**config.mk**
```make
export PLATFORM = sky130hd
export DESIGN_NAME = vga_timing_gen
export DESIGN_NICKNAME = d
export VERILOG_FILES = /design/src/rtl/vga_timing_gen.sv
export SDC_FILE = /design/constraint.sdc
export NUM_CORES = 1
export LEC_CHECK = 0
export CAP_MARGIN = 20
export CORE_MARGIN = 10
export CORE_UTILIZATION = 47
export CTS_CLUSTER_DIAMETER = 150
export CTS_CLUSTER_SIZE = 14
export DETAILED_ROUTE_END_ITERATION = 8
export PLACE_DENSITY = 0.84
export SLEW_MARGIN = 40
export SYNTH_ARGS = -nofsm -noshare
export SYNTH_HDL_FRONTEND = slang
export SYNTH_SLANG_ARGS = --single-unit
```
**constraint.sdc**
```tcl
create_clock -name vga_clk -period 2.5 [get_ports vga_clk]
set_clock_uncertainty 0.15 [all_clocks]
set_input_delay 0.5 -clock vga_clk [delete_from_list [all_inputs] [get_ports vga_clk]]
set_output_delay 0.5 -clock vga_clk [all_outputs]
set_load 0.005 [all_outputs]
```
**src/rtl/vga_timing_gen.sv**
```systemverilog
// 640x480@60 raster timing: pixel/line counters, visible-region flag, sync pulses
// delayed one cycle to match a registered colour stage, and a per-frame tick/counter.
module vga_timing_gen #(
  parameter int H_ACTIVE = 640,
  parameter int H_FP     = 16,
  parameter int H_SYNC   = 96,
  parameter int H_BP     = 48,
  parameter int V_ACTIVE = 480,
  parameter int V_FP     = 10,
  parameter int V_SYNC   = 2,
  parameter int V_BP     = 33
) (
  input  logic        vga_clk,
  input  logic        reset,
  output logic [9:0]  DrawX,
  output logic [9:0]  DrawY,
  output logic        blank,
  output logic        hs,
  output logic        vs,
  output logic        frame_tick,
  output logic [15:0] frame_count
);

  localparam int H_TOTAL = H_ACTIVE + H_FP + H_SYNC + H_BP;
  localparam int V_TOTAL = V_ACTIVE + V_FP + V_SYNC + V_BP;

  localparam logic [9:0] H_MAX      = 10'(H_TOTAL - 1);
  localparam logic [9:0] V_MAX      = 10'(V_TOTAL - 1);
  localparam logic [9:0] H_ACT      = 10'(H_ACTIVE);
  localparam logic [9:0] V_ACT      = 10'(V_ACTIVE);
  localparam logic [9:0] HS_FIRST   = 10'(H_ACTIVE + H_FP);
  localparam logic [9:0] HS_LAST    = 10'(H_ACTIVE + H_FP + H_SYNC - 1);
  localparam logic [9:0] VS_FIRST   = 10'(V_ACTIVE + V_FP);
  localparam logic [9:0] VS_LAST    = 10'(V_ACTIVE + V_FP + V_SYNC - 1);

  logic [9:0] h_next;
  logic [9:0] v_next;
  logic       tick_next;

  always_comb begin
    h_next = DrawX + 10'd1;
    v_next = DrawY;
    if (DrawX == H_MAX) begin
      h_next = 10'd0;
      v_next = (DrawY == V_MAX) ? 10'd0 : DrawY + 10'd1;
    end
    tick_next = (h_next == 10'd0) && (v_next == V_ACT);
  end

  // blank and frame_tick decode the next counter values so they line up with
  // DrawX/DrawY; hs/vs decode the current values so they trail by one cycle.
  always_ff @(posedge vga_clk or posedge reset) begin
    if (reset) begin
      DrawX       <= 10'd0;
      DrawY       <= 10'd0;
      blank       <= 1'b0;
      hs          <= 1'b1;
      vs          <= 1'b1;
      frame_tick  <= 1'b0;
      frame_count <= 16'd0;
    end else begin
      DrawX      <= h_next;
      DrawY      <= v_next;
      blank      <= (h_next < H_ACT) && (v_next < V_ACT);
      hs         <= !((DrawX >= HS_FIRST) && (DrawX <= HS_LAST));
      vs         <= !((DrawY >= VS_FIRST) && (DrawY <= VS_LAST));
      frame_tick <= tick_next;
      if (tick_next) frame_count <= frame_count + 16'd1;
    end
  end

endmodule

```
==> results of run 1 <==
==> worst paths after layout <==
check                      depth (start not counted)                           to
max reg2reg                                       11  frame_count[10]$_DFFE_PP0P_
max                                               11  frame_count[10]$_DFFE_PP0P_
min                                                1   frame_count[8]$_DFFE_PP0P_
min in group asynchronous                          3  frame_count[15]$_DFFE_PP0P_
min reg2reg                                        1   frame_count[8]$_DFFE_PP0P_
max in group asynchronous                          3                 vs$_DFF_PP1_
==> registers in the layout, indices dropped and copies added (netlist names) <==
| name | cells |
|---|---|
| frame_count | 16 |
| vs | 1 |
| DrawX | 10 |
| blank | 1 |
| frame_tick | 1 |
| DrawY | 10 |
| hs | 1 |
==> worst reg2reg max path, delay by kind of cell (launching register included) <==
family | cells | cell delay (ns)
xor gates and xnor gates | 1 | 0.16
buffers and inverters | 3 | 0.49
DFF | 1 | 0.39
and+or+nand+nor | 6 | 1.20
adders and majority gates | 1 | 0.16
==> logic make-up after synthesis <==
group / after synthesis / share of synthesized area
simple gates: 93 / 0.253
compound gates: 27 / 0.0797
buf+inv: 25 / 0.0533
flops: 40 / 0.460
xor+xnor: 26 / 0.104
mux: 3 / 0.0149
fa+ha+maj: 6 / 0.0344
==> power by group <==
group | total [mW] | internal (mW) | switching (mW)
Sequential | 0.646 | 0.646 | 0
Clock | 0.532 | 0.295 | 0.237
Combinational | 0.0148 | 0.00250 | 0.0123
Total | 1.19 | 0.944 | 0.249
==> per-layer routing <==
metal | global-route usage | up-vias | share of wire
met5 | 0 | - | 0
met4 | 0.0528 | 0 | 0.024
met3 | 0.0492 | 16 | 0.076
met2 | 0.249 | 80 | 0.49
met1 | 0.183 | 983 | 0.41
li1 | - | 946 | -
==> placed cells by master, fill, tap and decap left out, types with 4 or more instances in the layout <==
cell type | Yosys | final
nand3_1 | 6 | 5
buf_4 | 1 | 42
xor2_1 | 8 | 7
a21oi_1 | 5 | 5
and4_1 | 5 | 4
nor3_1 | 6 | 6
and3_1 | 6 | 6
clkdlybuf4s50_1 | 0 | 41
clkbuf_8 | 0 | 5
nor2_1 | 10 | 10
nand2_1 | 14 | 12
inv_1 | 9 | 9
nand4_1 | 16 | 16
dfrtp_1 | 38 | 38
o21ai_0 | 7 | 7
xnor2_1 | 18 | 17
ha_1 | 6 | 5
a31oi_1 | 4 | 4
==> final cells by class <==
cell class                 instances  area share
clock buffer                       5      0.0216
multi-input combinational        155       0.373
clock inverter                     3      0.0133
sequential                        40       0.315
tap                               52      0.0204
inverter                           9      0.0106
timing repair buffer              86       0.246
==> timing repair <==
action / in CTS / in global routing
setup endpoints to repair: 15 / 16
endpoints found under the hold margin: 0 / 0
hold buffers: 0 / 0
pin swaps: 8 / 11
gates resized for setup: 5 / 12
setup buffers: 1 / 6
gates cloned: 1 / 0
==> reports/metrics.cfg, run 1 <==
[status]
status = complete, but fails checks
failed_checks = negative setup slack

[setup_path]
worstSetupEndpointType = flip-flop
crit_buf_inv = 3
cp_max_fo = 8
path_cells = ha_4 -> nand4_1 -> buf_4 -> nor3_4 -> buf_6 -> nor4_4 -> nor4_2 -> and4_4 -> buf_12 -> nand4_1 -> xnor2_1
worstSetupPathType = reg2reg
r2r_start = DrawX[0]$_DFF_PP0_
cpMostUsedCell = nand4_1
critPathLaunch = DrawX[0]$_DFF_PP0_
crit_slowest_cell = dfrtp_1
path_delay_family = simple AND/OR/NAND/NOR gates
reg2reg_slack_ns = -0.17
worstPathArrival_ns = 2.70
required_ns = 2.53
start_kind = flip-flop
slowest_delay_ns = 0.39

[power_and_ir_drop]
power_density_nw_per_um2 = 374
irDropWorstVdd_mv = 0.240
p_leak_nw = 1.43
power.total_mw = 1.19

[synthesis]
async_flop_share = 1.00
yosys-top-cells-count = 38 x dfrtp_1, 18 x xnor2_1, 16 x nand4_1
synth_edf_count = 0
ys_types = 44
synth_largest_area_cell = dfrtp_1
synth_area_leaders = dfrtp_1 44%, xnor2_1 7.2%, nand4_1 4.6%, ha_1 3.4%, xor2_1 3.2%
yosysWarnings = 0
synthCells = 220
synth_top_area_frac = 0.436
synth.cell_area_um2 = 2180
synth_seq_area_share = 0.460
synth_seq_cells = 40
postSynthAreaPerCell_um2 = 9.92
ys.flop_type = dfrtp_1
postSynthNetCount = 228
yosys.cell_count.top_type = dfrtp_1

[clock_tree]
cts_tree = yes
clkTransAtPathRegs_ns = 0.08
cts_made_buffers = 5
htree_num_levels = 2
clock_latency_ns = 0.30
clock-sinks = 40
cts.path.max_buffers = 2
cts_root_buffer = clkbuf_8

[grt]
grt_antenna_before_repair = 0
grt_pass1_vias = 2017
grt_max_degree = 41
grt_first_pass_wirelength_mm = 9.56
gr-usage-all-layers = 0.152
overflow = 0

[timing]
slew_headroom = 0.664
clock.fmax_mhz = 375
setup_slack_ns = -0.167
period_needed_ns = 2.67
hold_violations = 0
worst_slew_pin_slew_ns = 0.504
drv_slew = 0
finalSetupTns_ns = -1.92
hold_ws_ns = 0.340
setup_viol = 15
period_share = 1.07
rsz0062_at_grt = true

[cells_and_area]
nets = 305
seq_area_um2 = 1000
area_growth_pct = 46.1
post-route-util = 0.722
final_cells = 350
drive_above_1_share = 0.242
final.fill_count = 305
design_area_um2 = 3190
multiInputGateArea_um2 = 1190
diodes = 0

[drt]
num_vias = 2025
drt_iter0_markers = 96
wire_per_inst_um = 17.3
drc = 0
wirelength_mm = 6.05
firstDrtPassIters = 4
drtAntennaViolNets = 0
viasPerCell = 5.79

[floorplan]
rows = 24
die-area_um2 = 7770
die_x_um = 88.1
pin_count = 42
start_util = 0.494
core_um2 = 4410
die_h_um = 88.1

[placed_design]
placed_cells = 334
dp_hpwl_mm = 4.18
port-buffer-count = 41
place_congestion = 0.882
pre_cts_ws_ns = -0.119
place_area_um2 = 2910

[run]
max_cap_viol_count = 0

[hold_path]
hold_class = reg2reg
min-delay-start = frame_count[8]$_DFFE_PP0P_

No activity file was read; power rests on OpenSTA's default activity.
==> inputs of run 2 (changes only) <==
--- a/constraint.sdc
+++ b/constraint.sdc
@@ -3,3 +3,3 @@
 set_input_delay 0.5 -clock vga_clk [delete_from_list [all_inputs] [get_ports vga_clk]]
 set_output_delay 0.5 -clock vga_clk [all_outputs]
-set_load 0.005 [all_outputs]
+set_load 0.1 [all_outputs]
==> reports/metrics.cfg, run 2 (synthesis gave the netlist of run 1 again) <==
[placed_design]
place_area_um2 = 2860  ; -1.8%
place_congestion = 0.829  ; -6.0%
port-buffer-count = 41  ; unchanged
dp_hpwl_mm = 4.16  ; -0.40%

[setup_path]
start_kind = flip-flop
r2r_start = DrawX[6]$_DFF_PP0_
cp_max_fo = 8  ; unchanged
required_ns = 2.53  ; about the same
worstSetupPathType = reg2reg
worstSetupEndpointType = flip-flop
worstPathArrival_ns = 2.71  ; about the same
reg2reg_depth = 9  ; -2
r2r_end = frame_count[7]$_DFFE_PP0P_
reg2reg_slack_ns = -0.18  ; about the same
critPathLaunch = DrawX[6]$_DFF_PP0_

[floorplan]
rows = 24  ; unchanged
die_h_um = 88.1  ; unchanged
die-area_um2 = 7770  ; unchanged
die_x_um = 88.1  ; unchanged
pin_count = 42  ; unchanged
core_um2 = 4410  ; unchanged
start_util = 0.494  ; unchanged

[power_and_ir_drop]
irDropWorstVdd_mv = 0.242  ; +1.1%
p_leak_nw = 1.49  ; +4.3%
power_density_nw_per_um2 = 443  ; +18%

[cells_and_area]
area_growth_pct = 45.0
top_regs = frame_count: 16 flops, DrawX: 10 flops, DrawY: 10 flops
drive_above_1_share = 0.427  ; +0.186
largest_register = frame_count
nets = 309  ; +1.3%
multiInputGateArea_um2 = 1150  ; -3.6%
largest_reg_flops = 16  ; unchanged
diodes = 0  ; unchanged
seq_area_um2 = 1050  ; +4.2%
final_common_cell = buf_4
most-common-layout-cells = 86 x buf_4, 20 x dfrtp_1, 18 x xnor2_1
final.fill_count = 300  ; -1.6%
design_area_um2 = 3160  ; -0.79%

[clock_tree]
holdBufCountCts = 0  ; unchanged
cts.path.max_buffers = 2  ; unchanged
cts_root_buffer = clkbuf_8
htree_num_levels = 2  ; unchanged
clkTransAtPathRegs_ns = 0.08  ; about the same
cts_made_buffers = 5  ; unchanged
clock_latency_ns = 0.31  ; about the same
clock-sinks = 40  ; unchanged
cts_tree = yes

[timing]
period_share = 1.07  ; +0.00564
hold_violations = 0  ; unchanged
slew_headroom = 0.666  ; +0.00183
rsz0062_at_grt = true
setup_slack_ns = -0.181  ; -0.0141 ns
worst_slew_pin_slew_ns = 0.502  ; -0.00275 ns
setup_viol = 16  ; +1
drv_slew = 0  ; unchanged
period_needed_ns = 2.68  ; +0.0141 ns
clock.fmax_mhz = 373  ; -0.53%
finalSetupTns_ns = -2.22  ; -0.296 ns

[grt]
overflow = 0  ; unchanged
grt_antenna_before_repair = 0  ; unchanged
gr-usage-all-layers = 0.153  ; +0.00104
grt_pass1_vias = 2024  ; +0.35%
grt_max_degree = 41  ; unchanged
grt_first_pass_wirelength_mm = 9.66  ; +1.0%

[drt]
drtAntennaViolNets = 0  ; unchanged
wire_per_inst_um = 17.0  ; -1.7%
viasPerCell = 5.70  ; -1.5%
wirelength_mm = 6.02  ; -0.56%
drt_iter0_markers = 129  ; +34%
firstDrtPassIters = 4  ; unchanged
drc = 0  ; unchanged
num_vias = 2017  ; -0.40%

[hold_path]
hold_class = reg2reg
min-delay-start = frame_count[15]$_DFFE_PP0P_
whs_path_depth = 1  ; unchanged
min_to = frame_count[15]$_DFFE_PP0P_

[status]
failed_checks = negative setup slack
status = complete, but fails checks

[run]
max_cap_viol_count = 0  ; unchanged

## run 2: cell types whose count changed in the layout (fill, tap and decap cells not counted), sizes merged
cell / delta
buf: +43
clkdlybuf4s50: -40
bufinv: +2
clkbuf: +1
clkinv: -1
clkinvlp: -1
## run 2: critical path, stage by stage, from the launching register on
cell	delay, ns
dfrtp_4	0.49
or3b_4	0.46
buf_6	0.14
nor4_4	0.17
xor2_1	0.24
and4bb_1	0.25
and4_4	0.25
clkbuf_16	0.15
nand4_1	0.11
xnor2_1	0.15
## run 2: layout make-up
class,instances,share of cell area
multi-input cells,155,0.363
flip-flops and latches,40,0.331
repair buffers,90,0.225
clock inverters,3,0.0285
clock buffers,5,0.0218
well taps,52,0.0206
inverters,9,0.0107
## run 2: per-layer routing
metal / track usage / part of all wire
met1: 0.184 / 0.41
met2: 0.257 / 0.51
met3: 0.0436 / 0.071
met4: 0.0514 / 0.011
met5: 0 / 0
## run 2: repair_timing
item / in CTS / in global routing
buffers inserted: 7 / 4
setup endpoints to repair: 16 / 17
gates resized for setup: 3 / 4
pin swaps: 6 / 9
cloned: 0 / 1
## run 2: per-stage QoR
step / utilization / std cells / total power [mW] / hold slack [ns] / setup slack [ns]
after CTS: 0.699 / 349 / 1.42 / 0.327 / -0.0748
final: 0.717 / 354 / 1.40 / 0.330 / -0.181
after global placement: 0.648 / 334 / 0.675 / 0.317 / -0.0788
after detailed placement: 0.648 / 334 / 0.676 / 0.317 / -0.193
after global routing: 0.717 / 354 / 1.43 / 0.353 / -0.263
after floorplan: - / 220 / 0.669 / 0.566 / -0.399
## run 2: where the power goes
part | switching (mW) | total, mW | internal (mW)
logic | 0.0123 | 0.0147 | 0.00249
registers | 0 | 0.646 | 0.646
clock network | 0.240 | 0.740 | 0.499
## run 2: how the worst max path moves through the flow
stage | endpoint | slack (ns) | cells past startpoint
final | frame_count[7]$_DFFE_PP0P_ | -0.18 | 9
after floorplan | frame_count[3]$_DFFE_PP0P_ | -0.40 | 11
after detailed placement | frame_count[1]$_DFFE_PP0P_ | -0.19 | 9
after global routing | frame_count[13]$_DFFE_PP0P_ | -0.26 | 9
after global placement | frame_count[1]$_DFFE_PP0P_ | -0.08 | 9
after CTS | frame_count[11]$_DFFE_PP0P_ | -0.07 | 10
